--- src/rtl/riscv_ctrl_pkg.sv ---
// Shared opcodes, ALU operation codes and control-bundle types for the
// pipelined RV32I control unit.
package riscv_ctrl_pkg;

    localparam logic [6:0] OP_R           = 7'b0110011;
    localparam logic [6:0] OP_I           = 7'b0010011;
    localparam logic [6:0] OP_LOAD        = 7'b0000011;
    localparam logic [6:0] OP_STORE       = 7'b0100011;
    localparam logic [6:0] OP_BRANCH      = 7'b1100011;
    localparam logic [6:0] OP_LEGACY_ADDI = 7'b1110011;

    localparam logic [3:0] ALU_ADD  = 4'b0000;
    localparam logic [3:0] ALU_SUB  = 4'b1000;
    localparam logic [3:0] ALU_SLL  = 4'b0001;
    localparam logic [3:0] ALU_SLT  = 4'b0010;
    localparam logic [3:0] ALU_SLTU = 4'b0011;
    localparam logic [3:0] ALU_XOR  = 4'b0100;
    localparam logic [3:0] ALU_SRL  = 4'b0101;
    localparam logic [3:0] ALU_SRA  = 4'b1101;
    localparam logic [3:0] ALU_OR   = 4'b0110;
    localparam logic [3:0] ALU_AND  = 4'b0111;

    typedef struct packed {
        logic       alu_en;
        logic       add_imm;
        logic [3:0] alu_op;
        logic       mem_read;
        logic       mem_write;
        logic       branch;
        logic       illegal;
        logic       reg_write;
        logic       mem_to_reg;
    } ctrl_bundle_t;

    // Only the fields still needed once an instruction has left EX.
    typedef struct packed {
        logic mem_read;
        logic mem_write;
        logic reg_write;
        logic mem_to_reg;
    } mem_ctrl_t;

    typedef struct packed {
        logic reg_write;
        logic mem_to_reg;
    } wb_ctrl_t;

    localparam ctrl_bundle_t CTRL_NOP = '0;

endpackage

--- src/rtl/ctrl_decoder.sv ---
// Combinational ID-stage decoder: RV32I instruction word to control bundle,
// register fields and an rs2-used indication for hazard detection.
module ctrl_decoder
    import riscv_ctrl_pkg::*;
#(
    parameter int unsigned LEGACY_ADDI_EN = 1,
    parameter int unsigned RF_ADDR_W      = 5
) (
    input  logic [31:0]          i_instr,
    output ctrl_bundle_t         o_ctrl,
    output logic [RF_ADDR_W-1:0] o_rd,
    output logic [RF_ADDR_W-1:0] o_rs1,
    output logic [RF_ADDR_W-1:0] o_rs2,
    output logic                 o_rs2_used
);

    logic [6:0] w_opcode;
    logic [2:0] w_funct3;
    logic       w_funct7_b5;

    assign w_opcode    = i_instr[6:0];
    assign w_funct3    = i_instr[14:12];
    assign w_funct7_b5 = i_instr[30];
    assign o_rd        = i_instr[7  +: RF_ADDR_W];
    assign o_rs1       = i_instr[15 +: RF_ADDR_W];
    assign o_rs2       = i_instr[20 +: RF_ADDR_W];

    always_comb begin
        o_ctrl     = CTRL_NOP;
        o_rs2_used = 1'b0;
        case (w_opcode)
            OP_R: begin
                o_ctrl.alu_en    = 1'b1;
                o_ctrl.reg_write = 1'b1;
                o_ctrl.alu_op    = {w_funct7_b5, w_funct3};
                o_rs2_used       = 1'b1;
            end
            OP_I: begin
                o_ctrl.alu_en    = 1'b1;
                o_ctrl.add_imm   = 1'b1;
                o_ctrl.reg_write = 1'b1;
                // Only the right-shift immediate carries an op bit in funct7.
                o_ctrl.alu_op    = (w_funct3 == 3'b101) ? {w_funct7_b5, 3'b101}
                                                        : {1'b0, w_funct3};
            end
            OP_LEGACY_ADDI: begin
                if (LEGACY_ADDI_EN != 0) begin
                    o_ctrl.alu_en    = 1'b1;
                    o_ctrl.add_imm   = 1'b1;
                    o_ctrl.reg_write = 1'b1;
                    o_ctrl.alu_op    = ALU_ADD;
                end else begin
                    o_ctrl.illegal = 1'b1;
                end
            end
            OP_LOAD: begin
                o_ctrl.add_imm    = 1'b1;
                o_ctrl.alu_op     = ALU_ADD;
                o_ctrl.mem_read   = 1'b1;
                o_ctrl.reg_write  = 1'b1;
                o_ctrl.mem_to_reg = 1'b1;
            end
            OP_STORE: begin
                o_ctrl.add_imm   = 1'b1;
                o_ctrl.alu_op    = ALU_ADD;
                o_ctrl.mem_write = 1'b1;
                o_rs2_used       = 1'b1;
            end
            OP_BRANCH: begin
                o_ctrl.alu_op = ALU_SUB;
                o_ctrl.branch = 1'b1;
                o_rs2_used    = 1'b1;
            end
            default: begin
                o_ctrl.illegal = 1'b1;
            end
        endcase
        if (o_rd == '0) begin
            o_ctrl.reg_write = 1'b0;
        end
    end

endmodule

--- src/rtl/pipelined_control_unit.sv ---
// EX/MEM/WB control pipeline with per-stage valids, global stall, EX flush
// and load-use hazard detection around the combinational ID decoder.
module pipelined_control_unit
    import riscv_ctrl_pkg::*;
#(
    parameter int unsigned LEGACY_ADDI_EN = 1,
    parameter int unsigned RF_ADDR_W      = 5,
    parameter int unsigned HAZARD_EN      = 1
) (
    input  logic                 clk,
    input  logic                 rst,
    input  logic                 instr_valid,
    input  logic [31:0]          instr,
    input  logic                 stall_in,
    input  logic                 flush_in,
    output logic                 hazard_stall,
    output logic                 ex_valid,
    output logic                 ex_alu_en,
    output logic                 ex_add_imm,
    output logic [3:0]           ex_alu_op,
    output logic                 ex_mem_read,
    output logic                 ex_mem_write,
    output logic                 ex_branch,
    output logic                 ex_illegal,
    output logic [RF_ADDR_W-1:0] ex_rd,
    output logic                 mem_valid,
    output logic                 mem_mem_read,
    output logic                 mem_mem_write,
    output logic                 mem_reg_write_en,
    output logic [RF_ADDR_W-1:0] mem_rd,
    output logic                 wb_valid,
    output logic                 wb_reg_write_en,
    output logic                 wb_mem_to_reg,
    output logic [RF_ADDR_W-1:0] wb_rd
);

    ctrl_bundle_t         w_dec_ctrl;
    logic [RF_ADDR_W-1:0] w_dec_rd;
    logic [RF_ADDR_W-1:0] w_dec_rs1;
    logic [RF_ADDR_W-1:0] w_dec_rs2;
    logic                 w_dec_rs2_used;
    logic                 w_hazard;
    logic                 w_ex_load;

    ctrl_bundle_t         r_ex_ctrl;
    logic                 r_ex_valid;
    logic [RF_ADDR_W-1:0] r_ex_rd;
    mem_ctrl_t            r_mem_ctrl;
    logic                 r_mem_valid;
    logic [RF_ADDR_W-1:0] r_mem_rd;
    wb_ctrl_t             r_wb_ctrl;
    logic                 r_wb_valid;
    logic [RF_ADDR_W-1:0] r_wb_rd;

    ctrl_decoder #(
        .LEGACY_ADDI_EN (LEGACY_ADDI_EN),
        .RF_ADDR_W      (RF_ADDR_W)
    ) u_decoder (
        .i_instr    (instr),
        .o_ctrl     (w_dec_ctrl),
        .o_rd       (w_dec_rd),
        .o_rs1      (w_dec_rs1),
        .o_rs2      (w_dec_rs2),
        .o_rs2_used (w_dec_rs2_used)
    );

    generate
        if (HAZARD_EN != 0) begin : g_hazard
            assign w_hazard = !rst && instr_valid && r_ex_valid && r_ex_ctrl.mem_read
                              && (r_ex_rd != '0)
                              && ((w_dec_rs1 == r_ex_rd)
                                  || (w_dec_rs2_used && (w_dec_rs2 == r_ex_rd)));
        end else begin : g_no_hazard
            assign w_hazard = 1'b0;
        end
    endgenerate

    // Anything other than a clean valid instruction enters EX as a bubble.
    assign w_ex_load = instr_valid && !flush_in && !w_hazard;

    always_ff @(posedge clk) begin
        if (rst) begin
            r_ex_valid  <= 1'b0;
            r_ex_ctrl   <= CTRL_NOP;
            r_ex_rd     <= '0;
            r_mem_valid <= 1'b0;
            r_mem_ctrl  <= '0;
            r_mem_rd    <= '0;
            r_wb_valid  <= 1'b0;
            r_wb_ctrl   <= '0;
            r_wb_rd     <= '0;
        end else if (!stall_in) begin
            r_ex_valid  <= w_ex_load;
            r_ex_ctrl   <= w_ex_load ? w_dec_ctrl : CTRL_NOP;
            r_ex_rd     <= w_ex_load ? w_dec_rd : '0;
            r_mem_valid <= r_ex_valid;
            r_mem_ctrl  <= '{mem_read:   r_ex_ctrl.mem_read,
                             mem_write:  r_ex_ctrl.mem_write,
                             reg_write:  r_ex_ctrl.reg_write,
                             mem_to_reg: r_ex_ctrl.mem_to_reg};
            r_mem_rd    <= r_ex_rd;
            r_wb_valid  <= r_mem_valid;
            r_wb_ctrl   <= '{reg_write:  r_mem_ctrl.reg_write,
                             mem_to_reg: r_mem_ctrl.mem_to_reg};
            r_wb_rd     <= r_mem_rd;
        end
    end

    assign hazard_stall     = w_hazard;

    assign ex_valid         = r_ex_valid;
    assign ex_alu_en        = r_ex_ctrl.alu_en     & r_ex_valid;
    assign ex_add_imm       = r_ex_ctrl.add_imm    & r_ex_valid;
    assign ex_alu_op        = r_ex_ctrl.alu_op     & {4{r_ex_valid}};
    assign ex_mem_read      = r_ex_ctrl.mem_read   & r_ex_valid;
    assign ex_mem_write     = r_ex_ctrl.mem_write  & r_ex_valid;
    assign ex_branch        = r_ex_ctrl.branch     & r_ex_valid;
    assign ex_illegal       = r_ex_ctrl.illegal    & r_ex_valid;
    assign ex_rd            = r_ex_rd;

    assign mem_valid        = r_mem_valid;
    assign mem_mem_read     = r_mem_ctrl.mem_read  & r_mem_valid;
    assign mem_mem_write    = r_mem_ctrl.mem_write & r_mem_valid;
    assign mem_reg_write_en = r_mem_ctrl.reg_write & r_mem_valid;
    assign mem_rd           = r_mem_rd;

    assign wb_valid         = r_wb_valid;
    assign wb_reg_write_en  = r_wb_ctrl.reg_write  & r_wb_valid;
    assign wb_mem_to_reg    = r_wb_ctrl.mem_to_reg & r_wb_valid;
    assign wb_rd            = r_wb_rd;

endmodule

--- config.mk ---
export PLATFORM = sky130hd
export DESIGN_NAME = pipelined_control_unit
export DESIGN_NICKNAME = d
export VERILOG_FILES = /design/src/rtl/riscv_ctrl_pkg.sv /design/src/rtl/ctrl_decoder.sv /design/src/rtl/pipelined_control_unit.sv
export SDC_FILE = /design/constraint.sdc
export NUM_CORES = 1
export LEC_CHECK = 0
export ABC_AREA = 1
export BUFFER_PORTS_ARGS = -buffer_cell sky130_fd_sc_hd__buf_2
export CORE_UTILIZATION = 50
export CTS_BUF_LIST = sky130_fd_sc_hd__clkbuf_4
export CTS_CLUSTER_SIZE = 30
export DETAILED_ROUTE_END_ITERATION = 8
export GPL_TIMING_DRIVEN = 1
export PLACE_DENSITY = 0.84
export SLEW_MARGIN = 20
export SYNTH_ARGS = -nofsm -noshare
export SYNTH_HDL_FRONTEND = slang
export SYNTH_SLANG_ARGS = --single-unit
export TNS_END_PERCENT = 5
--- constraint.sdc ---
create_clock -name clk -period 1.63 [get_ports clk]
set_input_delay 0.0815 -clock clk [delete_from_list [all_inputs] [get_ports clk]]
set_output_delay 0.0815 -clock clk [all_outputs]
set_load 0.01 [all_outputs]
==> results.toml <==
[outcome]
status = "completed"

[logic_synthesis]
synth_compound_area_share_pct = 14.47
synth_cell_types = 26
synth_seq_cells = 34
synth_area_sq_um = 1755
ys.flop_type = "dfxtp_1"
synthMuxAreaShare_pct = 0
synthXorXnorAreaFrac_pct = 2.495
synthAdderAreaFrac_pct = 0
synth_top_area_cell = "dfxtp_1"
avgSynthCellArea_sq_um = 6.857
yosysSeqAreaShare_pct = 38.77
syn_nets = 293
synth_top_area_share_pct = 38.77
synthSimpleGateAreaFrac_pct = 33.57
netlist_top_cells_count = "nand2_1, nor2_1, dfxtp_1"
postSynthCellCount = 256
synth_area_leaders = "dfxtp_1, nand2_1, nor2_1"
ys.warnings.count = 0
async_flop_share_pct = 0
synth-edff-count = 0
synth_top_family_by_area = "simple AND/OR/NAND/NOR gates"
yosysMostFrequentCell = "nand2_1"

[floorplanning]
fp.coreArea_sq_um = 3337
dieArea_sq_um = 3752
io_pins = 71
die_w_microns = 61.25
num_rows = 21
start_util_pct = 52.61
dieHeight_microns = 61.25

[clocking]
clock-sinks = 34
ctsRootBufferMaster = "clkbuf_4"
cts_buffers = 5
cts_buffer_depth = 2
cts.clk_slew.worst_paths_ns = 0.11
clk_latency_ns = 0.34
cts_tree = "yes"
htreeDepth = 2

[drt]
dr_total_vias = 1798
drt_iter0_drc = 108
ant_nets = 0
drt_wl_total_mm = 3.924
drt_pass1_iterations = 4
wl_per_cell_microns = 10.46
via_per_inst = 4.795
post-route-drc-count = 0

[cells_and_area]
stdcell_count = 375
diodes = 0
fin_util_pct = 68.39
design_area_sq_um = 2282
nets = 365
drive_gt1_share_pct = 34.65
regArea_sq_um = 689.4
fillCellCount = 326
multi_input_area_sq_um = 904.6
area_growth_pct = 30.01

[power_and_ir_drop]
power.leakage_uw = 0.001192
ir_worst_vdd_mv = 0.3342
p_per_area_nw_per_um2 = 750.9
total_power_uw = 1714

[global_route]
grt_overflow = 0
antenna_found_initial = 0
grt_pass1_vias = 1526
track_usage_pct = 23.47
grt_max_degree = 33
grt_pass1_wl_mm = 6.451

[sta]
period_needed_ns = 1.584
worst_pin_slew_ns = 0.3033
period_share_pct = 97.16
worst_clock_skew_ns = 0.009192
setup_viol = 0
finalHoldViolations = 0
drv_slew = 0
hold_ws_ns = 0.09060
slew_headroom_pct = 79.78
grt_setup_unrepaired = "yes"
fmax_mhz = 631.4

[setup_path]
crit_path_end_kind = "output port"
worstPathCellList = "inv_1 -> nand2_1 -> nand2_1 -> nand2_1 -> nor2_1 -> nand3_2 -> nand2_4 -> nand2_8 -> inv_2 -> buf_6"
cp_slowest_cell = "dfxtp_2"
crit_top_cell = "nand2_1"
worstPathRequired_ns = 1.55
crit_family = "simple AND/OR/NAND/NOR gates"
r2r-end = "r_ex_ctrl[4]"
cp.depth = 10
start_kind = "flop"
worstPathArrival_ns = 1.50
crit_type = "reg2out"
cpPeakStageDelay_ns = 0.37
r2r.worst_path.cells = 11
r2r_start = "ex_rd[3]"
cp_max_fo = 6
critPathBufInv = 3
critPathLaunch = "ex_rd[3]"
r2r_slack_ns = 0.13

[worst_hold_path]
hold_path_end = "r_ex_ctrl[8]"
hold_path_class = "in2reg"
hold_start = "instr[14]"
min_path_cells = 5

[place]
dp.cells = 360
dpl_cell_area_sq_um = 2107
port_buffers = 64
hpwl_mm = 2.755
routabilityCongestion = 0.8561

[job]
cap_violations = 0
[power by group]
part           switching [uW]  internal, uW
clock                     291           318
sequential               19.8           858
combinational             129          97.6
total                     440          1270
[worst register-to-register path: cells and delay by family (launching register included)]
kind                   cells  cell delay (ns)
AOI/OAI and AO/OA          1             0.06
buffers and inverters      2             0.29
DFF                        1             0.37
and+or+nand+nor            8             0.66
[metrics by stage]
step / setup slack, ns / setup TNS, ns
detailed placement: 0.2130 / 0
CTS: 0.01777 / 0
floorplan: 0.2684 / 0
global route: -0.03384 / -0.03384
finish: 0.04622 / 0
global placement: 0.2542 / 0
[cell families after synthesis]
group                  after synthesis
AO/OA/AOI/OAI                       44
XOR/XNOR                             5
buffers and inverters               44
flip-flops                          34
AND/OR/NAND/NOR                    129
[metal layers]
| layer | share of wire (%) | up-vias | wire length (microns) | GRT usage, % |
|---|---|---|---|---|
| li1 | - | 943 | - | - |
| met4 | 1.6 | 0 | 64 | 10.06 |
| met3 | 5.0 | 7 | 196 | 5.462 |
| met1 | 46 | 797 | 1818 | 29.11 |
| met2 | 47 | 51 | 1844 | 38.98 |
| met5 | 0 | - | 0 | 0 |
[placed cells by master, fill, tap and decap left out, types with 3 or more instances in the layout]
cell type and instances:
o21ai_0 19, a21oi_1 14, inv_2 6, inv_1 27, dfxtp_2 4, nor2_1 42, dlygate4sd3_1 5, dfxtp_1 29
nand3_2 9, xor2_1 3, nand3_1 11, clkbuf_4 5, buf_2 63, buf_4 7, nand2_1 55, a21oi_2 10
[state kept, by name (all words and copies together), names as in the netlist]
signal	cells
r_ex_ctrl	11
ex_rd	5
mem_rd	5
wb_rd	5
r_mem_ctrl	3
r_wb_ctrl	2
ex_valid	1
mem_valid	1
wb_valid	1
[what timing repair did]
item | CTS | global route
setup buffers | 1 | 1
resized for setup | 7 | 3
pin swaps | 2 | 5
endpoints found under the setup margin | 1 | 7
hold buffers | 5 | 0
cloned | 0 | 0
hold endpoints to repair | 5 | 0
[how the worst max path moves through the flow]
stage	endpoint
2_1_floorplan	r_ex_ctrl[10]
3_3_place_gp	r_ex_ctrl[4]
4_1_cts	hazard_stall
6_report	hazard_stall
5_1_grt	hazard_stall
3_5_place_dp	r_ex_ctrl[4]
[final cells by class]
class                      instances  share of cell area (%)
clock buffer                       5                   1.645
clock inverter                     3                   1.754
multi-input combinational        178                   39.64
sequential                        34                   30.21
tap                               46                   2.522
timing repair buffer              76                   18.80
inverter                          33                   5.428
Note: power is estimated with default switching activity, not from simulation.
